--- src/rtl/regfile_sb.sv ---
// regfile_sb: general-purpose register file with two combinational read
// ports, one byte-enabled write port, optional write-to-read bypass and a
// per-register pending-write scoreboard for RAW hazard detection in decode.
// Register 0 is hardwired to zero and is never marked busy.
module regfile_sb #(
    parameter int              DW      = 32,
    parameter int              AW      = 5,
    parameter int              GP_IDX  = 28,
    parameter logic [DW-1:0]   GP_INIT = 32'h0000_1800,
    parameter int              SP_IDX  = 29,
    parameter logic [DW-1:0]   SP_INIT = 32'h0000_2ffc,
    parameter bit              BYPASS  = 1'b1
) (
    input  logic              Clk,
    input  logic              Rst,
    input  logic [AW-1:0]     A1,
    input  logic [AW-1:0]     A2,
    output logic [DW-1:0]     RD1,
    output logic [DW-1:0]     RD2,
    output logic              Busy1,
    output logic              Busy2,
    input  logic              We,
    input  logic [AW-1:0]     A3,
    input  logic [DW/8-1:0]   BE,
    input  logic [DW-1:0]     WD,
    input  logic              SetEn,
    input  logic [AW-1:0]     SetA,
    output logic [AW:0]       PendCnt
);

    localparam int DEPTH = 2 ** AW;
    localparam int NB    = DW / 8;

    logic [DW-1:0]    regs [DEPTH];
    logic [DEPTH-1:0] busy;
    logic [AW:0]      pend_cnt;

    logic             wr_hit;
    logic             set_hit;
    logic             cnt_inc;
    logic             cnt_dec;
    logic             byp1;
    logic             byp2;

    // Bytes with be=1 come from new_v, the rest keep old_v.
    function automatic logic [DW-1:0] byte_merge(input logic [DW-1:0] old_v,
                                                 input logic [DW-1:0] new_v,
                                                 input logic [NB-1:0] be);
        logic [DW-1:0] res;
        res = old_v;
        for (int i = 0; i < NB; i++) begin
            if (be[i]) begin
                res[8*i +: 8] = new_v[8*i +: 8];
            end
        end
        return res;
    endfunction

    // Qualify requests: anything addressed to register 0 is dropped.
    always_comb begin
        wr_hit  = We && (A3 != '0);
        set_hit = SetEn && (SetA != '0);
    end

    // Count only real busy transitions. A set on an idle register adds one;
    // a clear of a busy register subtracts one unless a set on the same
    // register in this cycle keeps it busy (new producer supersedes old).
    always_comb begin
        cnt_inc = set_hit && !busy[SetA];
        cnt_dec = wr_hit && busy[A3] && !(set_hit && (SetA == A3));
    end

    // Register storage: reset loads GP/SP init values, writes merge bytes.
    always_ff @(posedge Clk or posedge Rst) begin
        if (Rst) begin
            for (int i = 0; i < DEPTH; i++) begin
                if (i == GP_IDX) begin
                    regs[i] <= GP_INIT;
                end else if (i == SP_IDX) begin
                    regs[i] <= SP_INIT;
                end else begin
                    regs[i] <= '0;
                end
            end
        end else if (wr_hit) begin
            regs[A3] <= byte_merge(regs[A3], WD, BE);
        end
    end

    // Scoreboard: clear on writeback, then set on issue so set wins a tie.
    always_ff @(posedge Clk or posedge Rst) begin
        if (Rst) begin
            busy <= '0;
        end else begin
            if (wr_hit) begin
                busy[A3] <= 1'b0;
            end
            if (set_hit) begin
                busy[SetA] <= 1'b1;
            end
        end
    end

    // Pending counter tracks the population count of busy incrementally.
    always_ff @(posedge Clk or posedge Rst) begin
        if (Rst) begin
            pend_cnt <= '0;
        end else begin
            pend_cnt <= pend_cnt + {{AW{1'b0}}, cnt_inc} - {{AW{1'b0}}, cnt_dec};
        end
    end

    // Bypass selects: a same-cycle write to the addressed register.
    always_comb begin
        byp1 = BYPASS && wr_hit && (A1 == A3);
        byp2 = BYPASS && wr_hit && (A2 == A3);
    end

    // Read port 1: zero for r0, merged write data on bypass, else stored.
    always_comb begin
        RD1   = regs[A1];
        Busy1 = busy[A1];
        if (A1 == '0) begin
            RD1   = '0;
            Busy1 = 1'b0;
        end else if (byp1) begin
            RD1   = byte_merge(regs[A1], WD, BE);
            Busy1 = 1'b0;
        end
    end

    // Read port 2: same behaviour as port 1.
    always_comb begin
        RD2   = regs[A2];
        Busy2 = busy[A2];
        if (A2 == '0) begin
            RD2   = '0;
            Busy2 = 1'b0;
        end else if (byp2) begin
            RD2   = byte_merge(regs[A2], WD, BE);
            Busy2 = 1'b0;
        end
    end

    assign PendCnt = pend_cnt;

endmodule

--- config.mk ---
export PLATFORM = sky130hd
export DESIGN_NAME = regfile_sb
export DESIGN_NICKNAME = d
export VERILOG_FILES = /design/src/rtl/regfile_sb.sv
export SDC_FILE = /design/constraint.sdc
export NUM_CORES = 2
export LEC_CHECK = 0
export CORE_MARGIN = 3
export CORE_UTILIZATION = 54
export DETAILED_ROUTE_END_ITERATION = 8
export HOLD_SLACK_MARGIN = 0.02
export PLACE_DENSITY = 0.68
export SLEW_MARGIN = 20
export SYNTH_ARGS = -nofsm -noshare
export SYNTH_HDL_FRONTEND = slang
export SYNTH_SLANG_ARGS = --single-unit
--- constraint.sdc ---
create_clock -name Clk -period 80.2 [get_ports Clk]
set_clock_uncertainty 0.05 [all_clocks]
set_input_delay 24.06 -clock Clk [delete_from_list [all_inputs] [get_ports Clk]]
set_output_delay 24.06 -clock Clk [all_outputs]
set_load 0.01 [all_outputs]
# After elaboration in Yosys (flattened, before gate mapping)
# Index checks and enable logic that the tools add are counted.
[word_totals]
output_inout_bits = 72
reg_bits = 1062
input_bits = 60
[classes]
reduce_logical = 17
n_eq_ne = 3
bitwise_logic = 6
muxes = 50
magnitude_cmp = 10
addsub = 2
[op_table]
columns = ["operator", "n"]
rows = [
  ["$bwmux W1024", 1],
  ["$bmux W32 S5", 3],
  ["$mux W32", 13],
  ["$demux W32 S5", 1],
  ["$mux W8", 16],
  ["$and A32 B32 Y32", 1],
  ["$not A32 Y32", 1],
  ["$or A32 B32 Y32", 1],
  ["$lt A5 B6 Y1 const B", 4],
  ["$bmux W1 S5", 4],
  ["$ge A6 B6 Y1 const B", 3],
  ["$not A5 Y6", 3],
  ["$eq A5 B5 Y1", 3],
  ["$logic_and A1 B1 Y1", 11],
  ["$demux W1 S5", 2],
  ["$ge A5 B1 Y1 const B", 2],
  ["$logic_not A5 Y1", 2],
  ["$mux W1", 10],
  ["$reduce_bool A5 Y1", 2],
  ["$add A6 B1 Y6", 1],
  ["$lt A6 B1 Y1 const B", 1],
  ["$sub A6 B1 Y6", 1],
  ["$logic_not A1 Y1", 2],
]

# Longest topological paths before layout
[depth]
depth_word = 9
ltp_mapped = 22
depth_no_buf = 14

# Worst setup path after synthesis
# Ideal clock, no wire load.
[synth_path]
kind = "in2out"
startpoint = "input port A3[0]"
endpoint = "output port RD2[0]"
cell_stages = 12
slack_ns = 29.784
arrival_time_ns = 26.306
required_ns = 56.090
cell_sequence = "buf_6 > buf_12 > buf_12 > buf_12 > buf_12 > buf_6 > buf_6 > o41a_1 > buf_2 > and3_1 > clkbuf_1 > a221oi_1"
[synth_between]
elab_chain_len = 5
word_cells_on_any_way = 6
classes_between = "1 x eq/ne; 2 x mux; 3 x reduce/logical"
[synth_rtl]
columns = ["item", "line_no", "source"]
rows = [
  ["start: declaration", "23", "input logic [AW-1:0] A3,"],
  ["$reduce_bool A5 Y1", "61", "wr_hit = We && (A3 != '0);"],
  ["$logic_and A1 B1 Y1", "61", ""],
  ["$logic_and A1 B1 Y1 (*)", "116", "byp2 = BYPASS && wr_hit && (A2 == A3);"],
  ["$mux W32 (*)", "139", "end else if (byp2) begin"],
  ["$mux W32 (*)", "136", "if (A2 == '0) begin"],
  ["end: declaration", "19", "output logic [DW-1:0] RD2,"],
]
# Every way passes the cells marked *; elsewhere a longest branch is shown, timed or not.

# Worst setup path after layout
[layout_path]
startpoint = "input port A1[0]"
endpoint = "output port RD1[16]"
[layout_between]
elab_chain_len = 7
word_cells_on_any_way = 10
classes_between = "1 x eq/ne; 6 x mux; 1 x bitwise; 2 x reduce/logical"
[layout_rtl]
columns = ["item", "line_no", "source"]
rows = [
  ["start: declaration", "16", "input logic [AW-1:0] A1,"],
  ["$not A5 Y6 (implied by the code)", "121, 127", ""],
  ["$bmux W32 S5", "121, 127", ""],
  ["$mux W32 (implied by the code) (2 in a row)", "121, 127", ""],
  ["$mux W8", "52", "if (be[i]) begin"],
  ["$mux W32", "126", "end else if (byp1) begin"],
  ["$mux W32 (*)", "123", "if (A1 == '0) begin"],
  ["end: declaration", "18", "output logic [DW-1:0] RD1,"],
]
# Every way passes the cells marked *; elsewhere a longest branch is shown, timed or not. The select of a mux whose other input is x is not followed.

==> flow_summary.ini <==
[detailed_routing]
dr.pass1.iters = 6
wl_per_cell_um = 34.22
wl_um = 245700
drt_iter0_drc = 8236
via_per_inst = 7.538
drtAntennaViolNets = 0
via_count = 54112
drc_errors = 0

[global_route]
grt_first_pass_wirelength_um = 360900
grtUsageTotal_pct = 38.66
use_met2_pct = 54.72
grt_antenna_before_repair = 12
grt_busiest_layer = met2
grt.overflow.total = 0
grt_pass1_vias = 52238
grt_use_met3_pct = 15.52
grt_max_degree = 154
grt_util_met1_pct = 51.13

[cells_and_area]
nets = 5514
design_area_sq_mm = 0.07289
fill_cells = 9731
area_growth_pct = 8.967
drive_above_1_share_pct = 24.54
ff_latch_area_sq_mm = 0.02659
multi_input_area_sq_mm = 0.03749
instances_no_fill = 7179

[yosys]
synthSimpleGateAreaFrac_pct = 8.088
synth_top_family_by_area = multiplexers
synth_compound_area_share_pct = 13.91
syn_nets = 5784
synth_xor_area_share_pct = 0.2750
synth_area_sq_mm = 0.06689
async_flop_share_pct = 100.0
synthAdderAreaFrac_pct = 0.1422
synth_ff_type = dfrtp_1
avgSynthCellArea_sq_um = 11.70
yosys.cell_types.count = 82
synth_edf_count = 0
synth_seq_cells = 1062
yosysSeqAreaShare_pct = 39.75
synth_warnings = 0
syn_inst = 5717
muxShareOfSynthArea_pct = 33.00

[timing]
post-route-period-util_pct = 67.40
drv_slew = 0
finalSetupTns_ps = 0
fmax_ghz = 0.01850
rsz0062_at_grt = no
tightest_slew_ps = 1221
post-route-min-period_ps = 54060
hold_violations = 0
setup_violations = 0
maxSlewHeadroom_pct = 18.59
worst_slack_ps = 26140

[clock_network]
htreeDepth = 3
cts_tree = yes
cts_root_buf = clkbuf_16
holdBufCountCts = 0
postCtsSetupRepairBufs = 0
cts_buffer_depth = 3
numCtsBuffers = 115
cts_sinks = 1062
worstSkewPairLatency_ps = 760
ctsResizeCount = 0
path_clk_slew_ps = 60

[worst_hold_path]
hold_path_startpoint = regs[1023]$_DFFE_PP0P_
min_path_type = flop to flop
worstHoldPathCells = 0
worstHoldEndpoint = regs[1023]$_DFFE_PP0P_

[floorplanning]
die_h_um = 358.0
num_rows = 128
start_util_pct = 54.67
io_pins = 132
dieArea_sq_mm = 0.1281
fp.dieW_um = 358.0
core_sq_mm = 0.1224

[worst_setup_path]
r2r-end = PendCnt[4]$_DFF_PP0_
cp_data_required_time_ps = 56090
critPathMaxFanout = 63
path_class = input pin to output pin
endpoint_kind = output pin
worst_setup_path_start_kind = input pin
r2r_start = busy[11]$_DFF_PP0_
reg2reg_depth = 13
r2r_slack_ps = 76850
crit_start = A1[0]
crit_arrival_ps = 29950

[place]
gp_congestion = 0.9466
hpwl_um = 145300
post-place-cells = 6951
place_area_sq_mm = 0.06878
dp_slack_ps = 26370
io_buffers = 131

[power_and_ir_drop]
vdd_drop_max_uv = 20.09
p_leak_nw = 29.89
powerDensity_mw_per_mm2 = 24.50

[outcome]
outcome = complete, no violations

[flow_run]
cap_violations = 0
==> kinds of logic (layout without fill, tap and decap cells) <==
logic type	count (synthesis)	in the layout
compound gates	1479	1479
simple gates	1341	1341
mux	1101	1101
flops	1062	1062
buf+inv	706	532
xor+xnor	21	21
fa+ha+maj	7	7
other cells	0	11
==> stage by stage <==
step / hold WS [ps] / power (mW) / util (%)
floorplan: 405.6 / 1.062 / -
global placement: 343.3 / 1.189 / 56.20
detailed placement: 352.5 / 1.208 / 56.21
CTS: 368.1 / 1.775 / 59.48
global route: 377.2 / 1.856 / 59.55
finish: 366.5 / 1.786 / 59.57
==> critical path: stages <==
cell             delay, ps
buf_8                  590
buf_4                  830
buf_4                  870
buf_4                  900
or4_1                 1000
o21ai_0                220
a21oi_1                570
clkdlybuf4s50_1        690
==> placed cells by master, fill, tap and decap left out, drive strengths merged, types with 21 or more instances in the layout <==
master,Yosys,final
o21ai,698,698
clkdlybuf4s50,0,117
a22oi,137,137
o41ai,21,21
nand2,1003,1003
dfrtp,1049,1049
clkbuf,446,158
nand3,24,24
nor3,23,23
buf,233,174
clkinv,1,24
mux2i,206,206
o31ai,367,367
mux4,876,876
a21oi,128,128
inv,26,31
nor2,201,201
a221o,21,21
==> how the worst max path moves through the flow <==
stage | endpoint | slack, ps
3_5_place_dp | RD1[16] | 26370
3_3_place_gp | RD1[16] | 26390
4_1_cts | RD1[16] | 26370
2_1_floorplan | PendCnt[0]$_DFF_PP0_ | 26220
5_1_grt | RD1[16] | 25870
6_report | RD1[16] | 26140
==> power by group <==
part	internal (mW)	switching [mW]
logic	0.247	0.220
clock network	0.333	0.238
registers	0.639	0.108
==> sequential cells by signal, indices dropped and copies added (netlist names) <==
| signal | count |
|---|---|
| busy | 32 |
| regs | 1024 |
| PendCnt | 6 |
==> synthesized netlist by cell type, drive strengths merged, types with 7 or more instances <==
master  number  share of area [%]
a211oi       7               0.10
a21oi      128                1.0
a221o       21               0.31
a221oi      17               0.22
a22o        14               0.18
a22oi      137                1.5
and2        17               0.16
buf        233                2.1
clkbuf     446                2.5
dfrtp     1049                 39
dfstp       13               0.51
inv         26               0.15
mux2        19               0.32
mux2i      206                3.1
mux4       876                 30
nand2     1003                5.6
nand2b      13               0.12
nand3       24               0.18
nand4        9               0.10
nor2       201                1.2
nor2b       12               0.11
nor3        23               0.19
o21ai      698                5.2
o221ai      10               0.13
o22ai       15               0.14
o31ai      367                4.1
o32ai        8               0.10
o41ai       21               0.30
xnor2       12               0.16
xor2         9               0.12
==> final cells by class <==
class / count / share of cell area, %
Sequential cell: 1062 / 36.48
Clock buffer: 157 / 4.484
Timing Repair Buffer: 292 / 3.593
Inverter: 27 / 0.1596
Tap cell: 1625 / 2.790
Antenna cell: 11 / 0.03777
Multi-Input combinational cell: 3949 / 51.44
Clock inverter: 56 / 1.011
==> routing by layer <==
layer  routed length (um)  part of all wire, %
met5                  190                0.077
met2               104900                   43
met4                15970                  6.5
met3                38500                   16
met1                86080                   35
Note: power is estimated with default switching activity, not from simulation.
